## config.mk

```make
export PLATFORM = sky130hd
export DESIGN_NAME = mac_operand_sequencer
export DESIGN_NICKNAME = d
export VERILOG_FILES = /design/src/rtl/mac_operand_sequencer.sv
export SDC_FILE = /design/constraint.sdc
export NUM_CORES = 1
export LEC_CHECK = 0
export CAP_MARGIN = 0
export CORE_MARGIN = 1
export CORE_UTILIZATION = 39
export CTS_BUF_LIST = sky130_fd_sc_hd__clkbuf_4 sky130_fd_sc_hd__clkbuf_8
export CTS_CLUSTER_SIZE = 20
export DETAILED_ROUTE_END_ITERATION = 12
export PLACE_DENSITY = 0.7
export SYNTH_ARGS = -nofsm -noshare
export SYNTH_HDL_FRONTEND = slang
export SYNTH_SLANG_ARGS = --single-unit
```

## constraint.sdc

```tcl
create_clock -name clk -period 3.51 [get_ports clk]
set_input_delay 0.8775 -clock clk [delete_from_list [all_inputs] [get_ports clk]]
set_output_delay 0.8775 -clock clk [all_outputs]
set_load 0.005 [all_outputs]
```

## src/rtl/mac_operand_sequencer.sv

```systemverilog
// mac_operand_sequencer: initiator for the multiply-accumulate path.
// Streams N operand pairs from synchronous-read RAM/ROM into the compute block,
// clears the accumulator at the start of a run and captures the final sum once
// the compute pipeline has drained.
// Optional build macro: MAC_SEQ_SELFCHECK_EN adds a shadow accumulator that
// cross-checks acc_in at capture time and raises mismatch on disagreement.
module mac_operand_sequencer #(
  parameter int DATA_W  = 4,
  parameter int ADDR_W  = 4,
  parameter int ACC_W   = 12,
  parameter int MAC_LAT = 2
) (
  input  logic              clk,
  input  logic              rst,
  input  logic              start,
  input  logic [ADDR_W:0]   vec_len,
  input  logic [ADDR_W-1:0] ram_base,
  input  logic [ADDR_W-1:0] rom_base,
  output logic [ADDR_W-1:0] ram_addr,
  output logic [ADDR_W-1:0] rom_addr,
  input  logic [DATA_W-1:0] ram_data,
  input  logic [DATA_W-1:0] rom_data,
  output logic [DATA_W-1:0] ram_out,
  output logic [DATA_W-1:0] rom_out,
  output logic              mac_enable,
  output logic              acc_clear,
  input  logic [ACC_W-1:0]  acc_in,
  output logic              busy,
  output logic              done,
  output logic [ACC_W-1:0]  result,
  output logic              mismatch
);

  // DRAIN spans the two operand stages plus MAC_LAT, i.e. MAC_LAT+2 cycles.
  localparam int              DRN_W    = $clog2(MAC_LAT + 2) + 1;
  localparam logic [DRN_W-1:0] DRN_LAST = DRN_W'(MAC_LAT + 1);
  localparam logic [ADDR_W:0]  ONE      = 1;

  typedef enum logic [1:0] {
    IDLE    = 2'd0,
    ISSUE   = 2'd1,
    DRAIN   = 2'd2,
    CAPTURE = 2'd3
  } state_t;

  state_t            state, state_nxt;
  logic [ADDR_W:0]   n_q;
  logic [ADDR_W:0]   cnt;
  logic [DRN_W-1:0]  drn_cnt;
  logic              vld_p0, vld_p1, vld_p2;
  logic [DATA_W-1:0] ram_p2, rom_p2;
  logic              accept_run, accept_empty, drain_last;

  assign ram_out    = ram_p2;
  assign rom_out    = rom_p2;
  assign mac_enable = vld_p2;

  // State register
  always_ff @(posedge clk) begin
    if (rst) state <= IDLE;
    else     state <= state_nxt;
  end

  // Next-state decode and per-state strobes
  always_comb begin
    state_nxt    = state;
    busy         = 1'b0;
    vld_p0       = 1'b0;
    accept_run   = 1'b0;
    accept_empty = 1'b0;
    drain_last   = 1'b0;
    unique case (state)
      IDLE: begin
        if (start) begin
          if (vec_len != '0) begin
            accept_run = 1'b1;
            state_nxt  = ISSUE;
          end else begin
            accept_empty = 1'b1;
          end
        end
      end
      ISSUE: begin
        busy   = 1'b1;
        vld_p0 = 1'b1;
        if (cnt == n_q - ONE) state_nxt = DRAIN;
      end
      DRAIN: begin
        busy = 1'b1;
        if (drn_cnt == DRN_LAST) begin
          drain_last = 1'b1;
          state_nxt  = CAPTURE;
        end
      end
      CAPTURE: begin
        busy      = 1'b1;
        state_nxt = IDLE;
      end
      default: state_nxt = IDLE;
    endcase
  end

  // Run bookkeeping: latch length and bases, step addresses, time the drain
  always_ff @(posedge clk) begin
    if (rst) begin
      n_q      <= '0;
      cnt      <= '0;
      drn_cnt  <= '0;
      ram_addr <= '0;
      rom_addr <= '0;
    end else begin
      if (accept_run) begin
        n_q      <= vec_len;
        cnt      <= '0;
        ram_addr <= ram_base;
        rom_addr <= rom_base;
      end else if (vld_p0) begin
        cnt      <= cnt + ONE;
        ram_addr <= ram_addr + ADDR_W'(1);
        rom_addr <= rom_addr + ADDR_W'(1);
      end
      if (state == DRAIN) drn_cnt <= drn_cnt + DRN_W'(1);
      else                drn_cnt <= '0;
    end
  end

  // Operand pipeline: p0 address out, p1 memory data valid, p2 registered operands
  always_ff @(posedge clk) begin
    if (rst) begin
      vld_p1 <= 1'b0;
      vld_p2 <= 1'b0;
      ram_p2 <= '0;
      rom_p2 <= '0;
    end else begin
      vld_p1 <= vld_p0;
      vld_p2 <= vld_p1;
      if (vld_p1) begin
        ram_p2 <= ram_data;
        rom_p2 <= rom_data;
      end
    end
  end

  // Accumulator clear, done pulse and result capture
  always_ff @(posedge clk) begin
    if (rst) begin
      acc_clear <= 1'b0;
      done      <= 1'b0;
      result    <= '0;
    end else begin
      acc_clear <= accept_run;
      done      <= drain_last | accept_empty;
      if (drain_last)        result <= acc_in;
      else if (accept_empty) result <= '0;
    end
  end

`ifdef MAC_SEQ_SELFCHECK_EN
  logic [ACC_W-1:0] shadow;

  function automatic logic [ACC_W-1:0] acc_wrap_add(input logic [ACC_W-1:0]  acc,
                                                     input logic [DATA_W-1:0] a,
                                                     input logic [DATA_W-1:0] b);
    logic [2*DATA_W-1:0] prod;
    prod = {{DATA_W{1'b0}}, a} * {{DATA_W{1'b0}}, b};
    return acc + ACC_W'(prod);
  endfunction

  // Shadow accumulator mirrors the compute block and is compared at capture
  always_ff @(posedge clk) begin
    if (rst) begin
      shadow   <= '0;
      mismatch <= 1'b0;
    end else begin
      if (acc_clear)   shadow <= '0;
      else if (vld_p2) shadow <= acc_wrap_add(shadow, ram_p2, rom_p2);
      if (drain_last)        mismatch <= (shadow != acc_in);
      else if (accept_empty) mismatch <= 1'b0;
    end
  end
`else
  assign mismatch = 1'b0;
`endif

endmodule

```

==> results.py <==
metrics = {
    "status": {
        "status": "finished, final reports clean",
    },
    "sta": {
        "maxSlewHeadroom": 0.226,
        "final_max_slew_viol_count": 0,
        "setup_viol": 0,
        "rsz0062_at_grt": "no",
        "fin_crit_ns": 2.54,
        "tns_ns": 0,
        "worst_pin_slew_ns": 1.16,
        "max_freq_mhz": 394,
        "period_share": 0.724,
        "setup_ws_ns": 0.969,
        "hold_violations": 0,
        "finalClockSkew_ns": 0.00677,
    },
    "setup_path": {
        "endpoint_kind": "register",
        "path_buf_inv": 1,
        "critPathTopFamily": "simple AND/OR/NAND/NOR gates",
        "crit_path_end": "result[11]",
        "crit_top_cell": "nor2_1",
        "worstPathMaxFanout": 13,
        "crit_start": "vec_len[2]",
        "critical_path_cell_count": 6,
        "reg2reg_slack_ns": 1.18,
        "arrival_ns": 2.73,
        "cp_cell_sequence": "clkdlybuf4s50_1 > or4_4 > nor2_1 > a31oi_1 > a22oi_1 > nor2_1",
        "crit_required_ns": 3.70,
        "cp-start-kind": "input pin",
        "r2r_start": "state[0]",
        "crit_type": "input pin to register",
        "slowest_delay_ns": 0.56,
        "r2r-end": "result[11]",
        "critPathSlowestCell": "or4_4",
        "ff2ff_path_depth": 6,
    },
    "synth": {
        "synth-xor-area-share": 0.0643,
        "yosysTopAreaCell": "dfxtp_1",
        "synthTopCellsByArea": "dfxtp_1 46%, nor2_1 7.7%, mux2i_1 6.4%",
        "netlist_area_um2": 2040,
        "synth.top_cell.area_share": 0.461,
        "synth_compound_area_frac": 0.150,
        "synth_cells": 210,
        "synthSimpleGateAreaFrac": 0.150,
        "synth_nets": 256,
        "synth_top_family_by_area": "simple AND/OR/NAND/NOR gates",
        "synth.yosys.seq_area_share": 0.461,
        "synth-adder-area-share": 0.0612,
        "ys_async_sr_fraction": 0,
        "ys_warn_count": 0,
        "yosys.cell_types.count": 37,
        "yosys-mux-area-fraction": 0.0637,
        "synth_edf_count": 0,
        "synthTopCellsByCount": "47 x dfxtp_1, 42 x nor2_1, 13 x mux2i_1",
        "synthFlopType": "dfxtp_1",
        "syn_area_per_cell_um2": 9.73,
        "synth_seq_cells": 47,
        "synth_most_common_cell": "dfxtp_1",
    },
    "cells_and_area": {
        "final_nets": 321,
        "fillers": 447,
        "n_antenna_cell": 0,
        "multi_input_area_um2": 1000,
        "layout-drive-gt1-share": 0.0688,
        "seq_area_um2": 941,
        "syn2layout_area_growth_pct": 42.1,
    },
    "floorplanning": {
        "die_area_um2": 5530,
        "core_um2": 4880,
        "die_w_um": 74.4,
        "initial_core_util": 0.419,
        "row_count": 25,
        "die_h_um": 74.4,
        "pin_count": 69,
    },
    "global_route": {
        "antenna_found_initial": 0,
        "grt_max_degree": 26,
        "grt_usage": 0.166,
        "first_global_vias": 1695,
        "grt_first_pass_wirelength_mm": 7.20,
        "grt_overflow": 0,
    },
    "clocking": {
        "cts_htree_levels": 2,
        "clk_latency_ns": 0.29,
        "cts.clk_slew.worst_paths_ns": 0.09,
        "hold_buffers": 0,
        "cts-root-buf": "clkbuf_8",
        "postCtsSetupBuffers": 0,
        "cts_num_sinks": 47,
        "cts_tree": "done",
        "cts_buffers": 5,
        "clockBufferDepth": 2,
        "ctsResizeCount": 0,
    },
    "detailed_routing": {
        "vias_per_cell": 4.89,
        "wirelength_mm": 4.35,
        "drtIter0Drc": 59,
        "firstDrtPassIters": 4,
        "vias": 1676,
        "avgRoutedWirePerCell_um": 12.7,
        "ant_nets": 0,
        "drcViolationCount": 0,
    },
    "placement": {
        "io_buffers": 67,
        "dp_slack_ns": 0.667,
        "globalplace.congestion": 0.764,
        "dp_hpwl_mm": 3.11,
    },
    "pwr": {
        "pwr_density_cell_nw_per_um2": 585,
        "ir_drop_uv": 251,
        "p_leak_uw": 0.00110,
    },
    "hold_path": {
        "hp-class": "register to register",
    },
    "flow_run": {
        "max-cap-violations": 0,
    },
}
[sequential cells by signal, summed over array words and instances, names as in the netlist]
register	flops
result	12
cnt	5
n_q	5
ram_addr	4
ram_out	4
rom_addr	4
rom_out	4
drn_cnt	3
state	2
acc_clear	1
done	1
mac_enable	1
vld_p1	1
[through the flow]
| step | cells | total power (uW) | hold slack [ns] | utilization | instance area, um2 |
|---|---|---|---|---|---|
| 2_1_floorplan | 210 | 1030 | 0.398 | - | 2040 |
| 3_3_place_gp | 335 | 1230 | 0.415 | 0.566 | 2760 |
| 3_5_place_dp | 335 | 1240 | 0.423 | 0.566 | 2760 |
| 4_1_cts | 343 | 1720 | 0.437 | 0.595 | 2900 |
| 5_1_grt | 343 | 1810 | 0.454 | 0.595 | 2900 |
| 6_report | 343 | 1700 | 0.430 | 0.595 | 2900 |
[layer usage]
layer | share of wire | vias to the layer above | track usage | wire (um)
li1 | - | 847 | - | -
met1 | 0.48 | 777 | 0.200 | 2070
met2 | 0.46 | 50 | 0.289 | 2010
met3 | 0.056 | 2 | 0.0447 | 245
met4 | 0.0053 | 0 | 0.0503 | 23
met5 | 0 | - | 0 | 0
[layout by cell type, fill, tap and decap left out, drive strengths merged, types with 4 or more instances in the layout]
master         synthesis  layout
inv                   10      11
clkbuf                 6       5
dfxtp                 47      47
mux2i                 13      13
nand2                  8       8
xor2                   9       9
xnor2                  6       6
a211oi                 9       9
a22oi                 12      12
clkdlybuf4s50          0      67
ha                    10      10
a21oi                  4       4
nand4                  4       4
nor2                  42      42
[logic make-up after synthesis]
| logic type | Yosys count |
|---|---|
| compound gates | 35 |
| xor+xnor | 15 |
| fa+ha+maj | 10 |
| buf+inv | 21 |
| flops | 47 |
| mux | 13 |
| other cells | 1 |
| simple gates | 68 |
[worst register-to-register path: cells and delay by family (launching register included)]
| family | cells | cell delay, ns |
|---|---|---|
| compound gates | 2 | 1.08 |
| fa+ha+maj | 1 | 0.26 |
| buf+inv | 1 | 0.09 |
| flops | 1 | 0.34 |
| simple gates | 2 | 0.49 |
[area by class of cell]
type | instances | area share
Sequential cell | 47 | 0.324
Tap cell | 67 | 0.0289
Multi-Input combinational cell | 142 | 0.346
Timing Repair Buffer | 69 | 0.240
Inverter | 10 | 0.0129
Clock inverter | 3 | 0.0246
Clock buffer | 5 | 0.0237
[power by group]
| group | total [uW] | switching [uW] | internal, uW |
|---|---|---|---|
| clock network | 476 | 187 | 289 |
| logic | 547 | 253 | 295 |
| registers | 676 | 68.4 | 607 |
[how the worst min path moves through the flow]
stage,end,cells past startpoint,start
floorplan,drn_cnt[0],1,drn_cnt[0]
global placement,drn_cnt[0],1,drn_cnt[0]
detailed placement,drn_cnt[0],1,drn_cnt[0]
CTS,drn_cnt[0],1,drn_cnt[0]
global route,drn_cnt[0],1,drn_cnt[0]
finish,drn_cnt[0],1,drn_cnt[0]
Power figures use the tool's default switching activity.
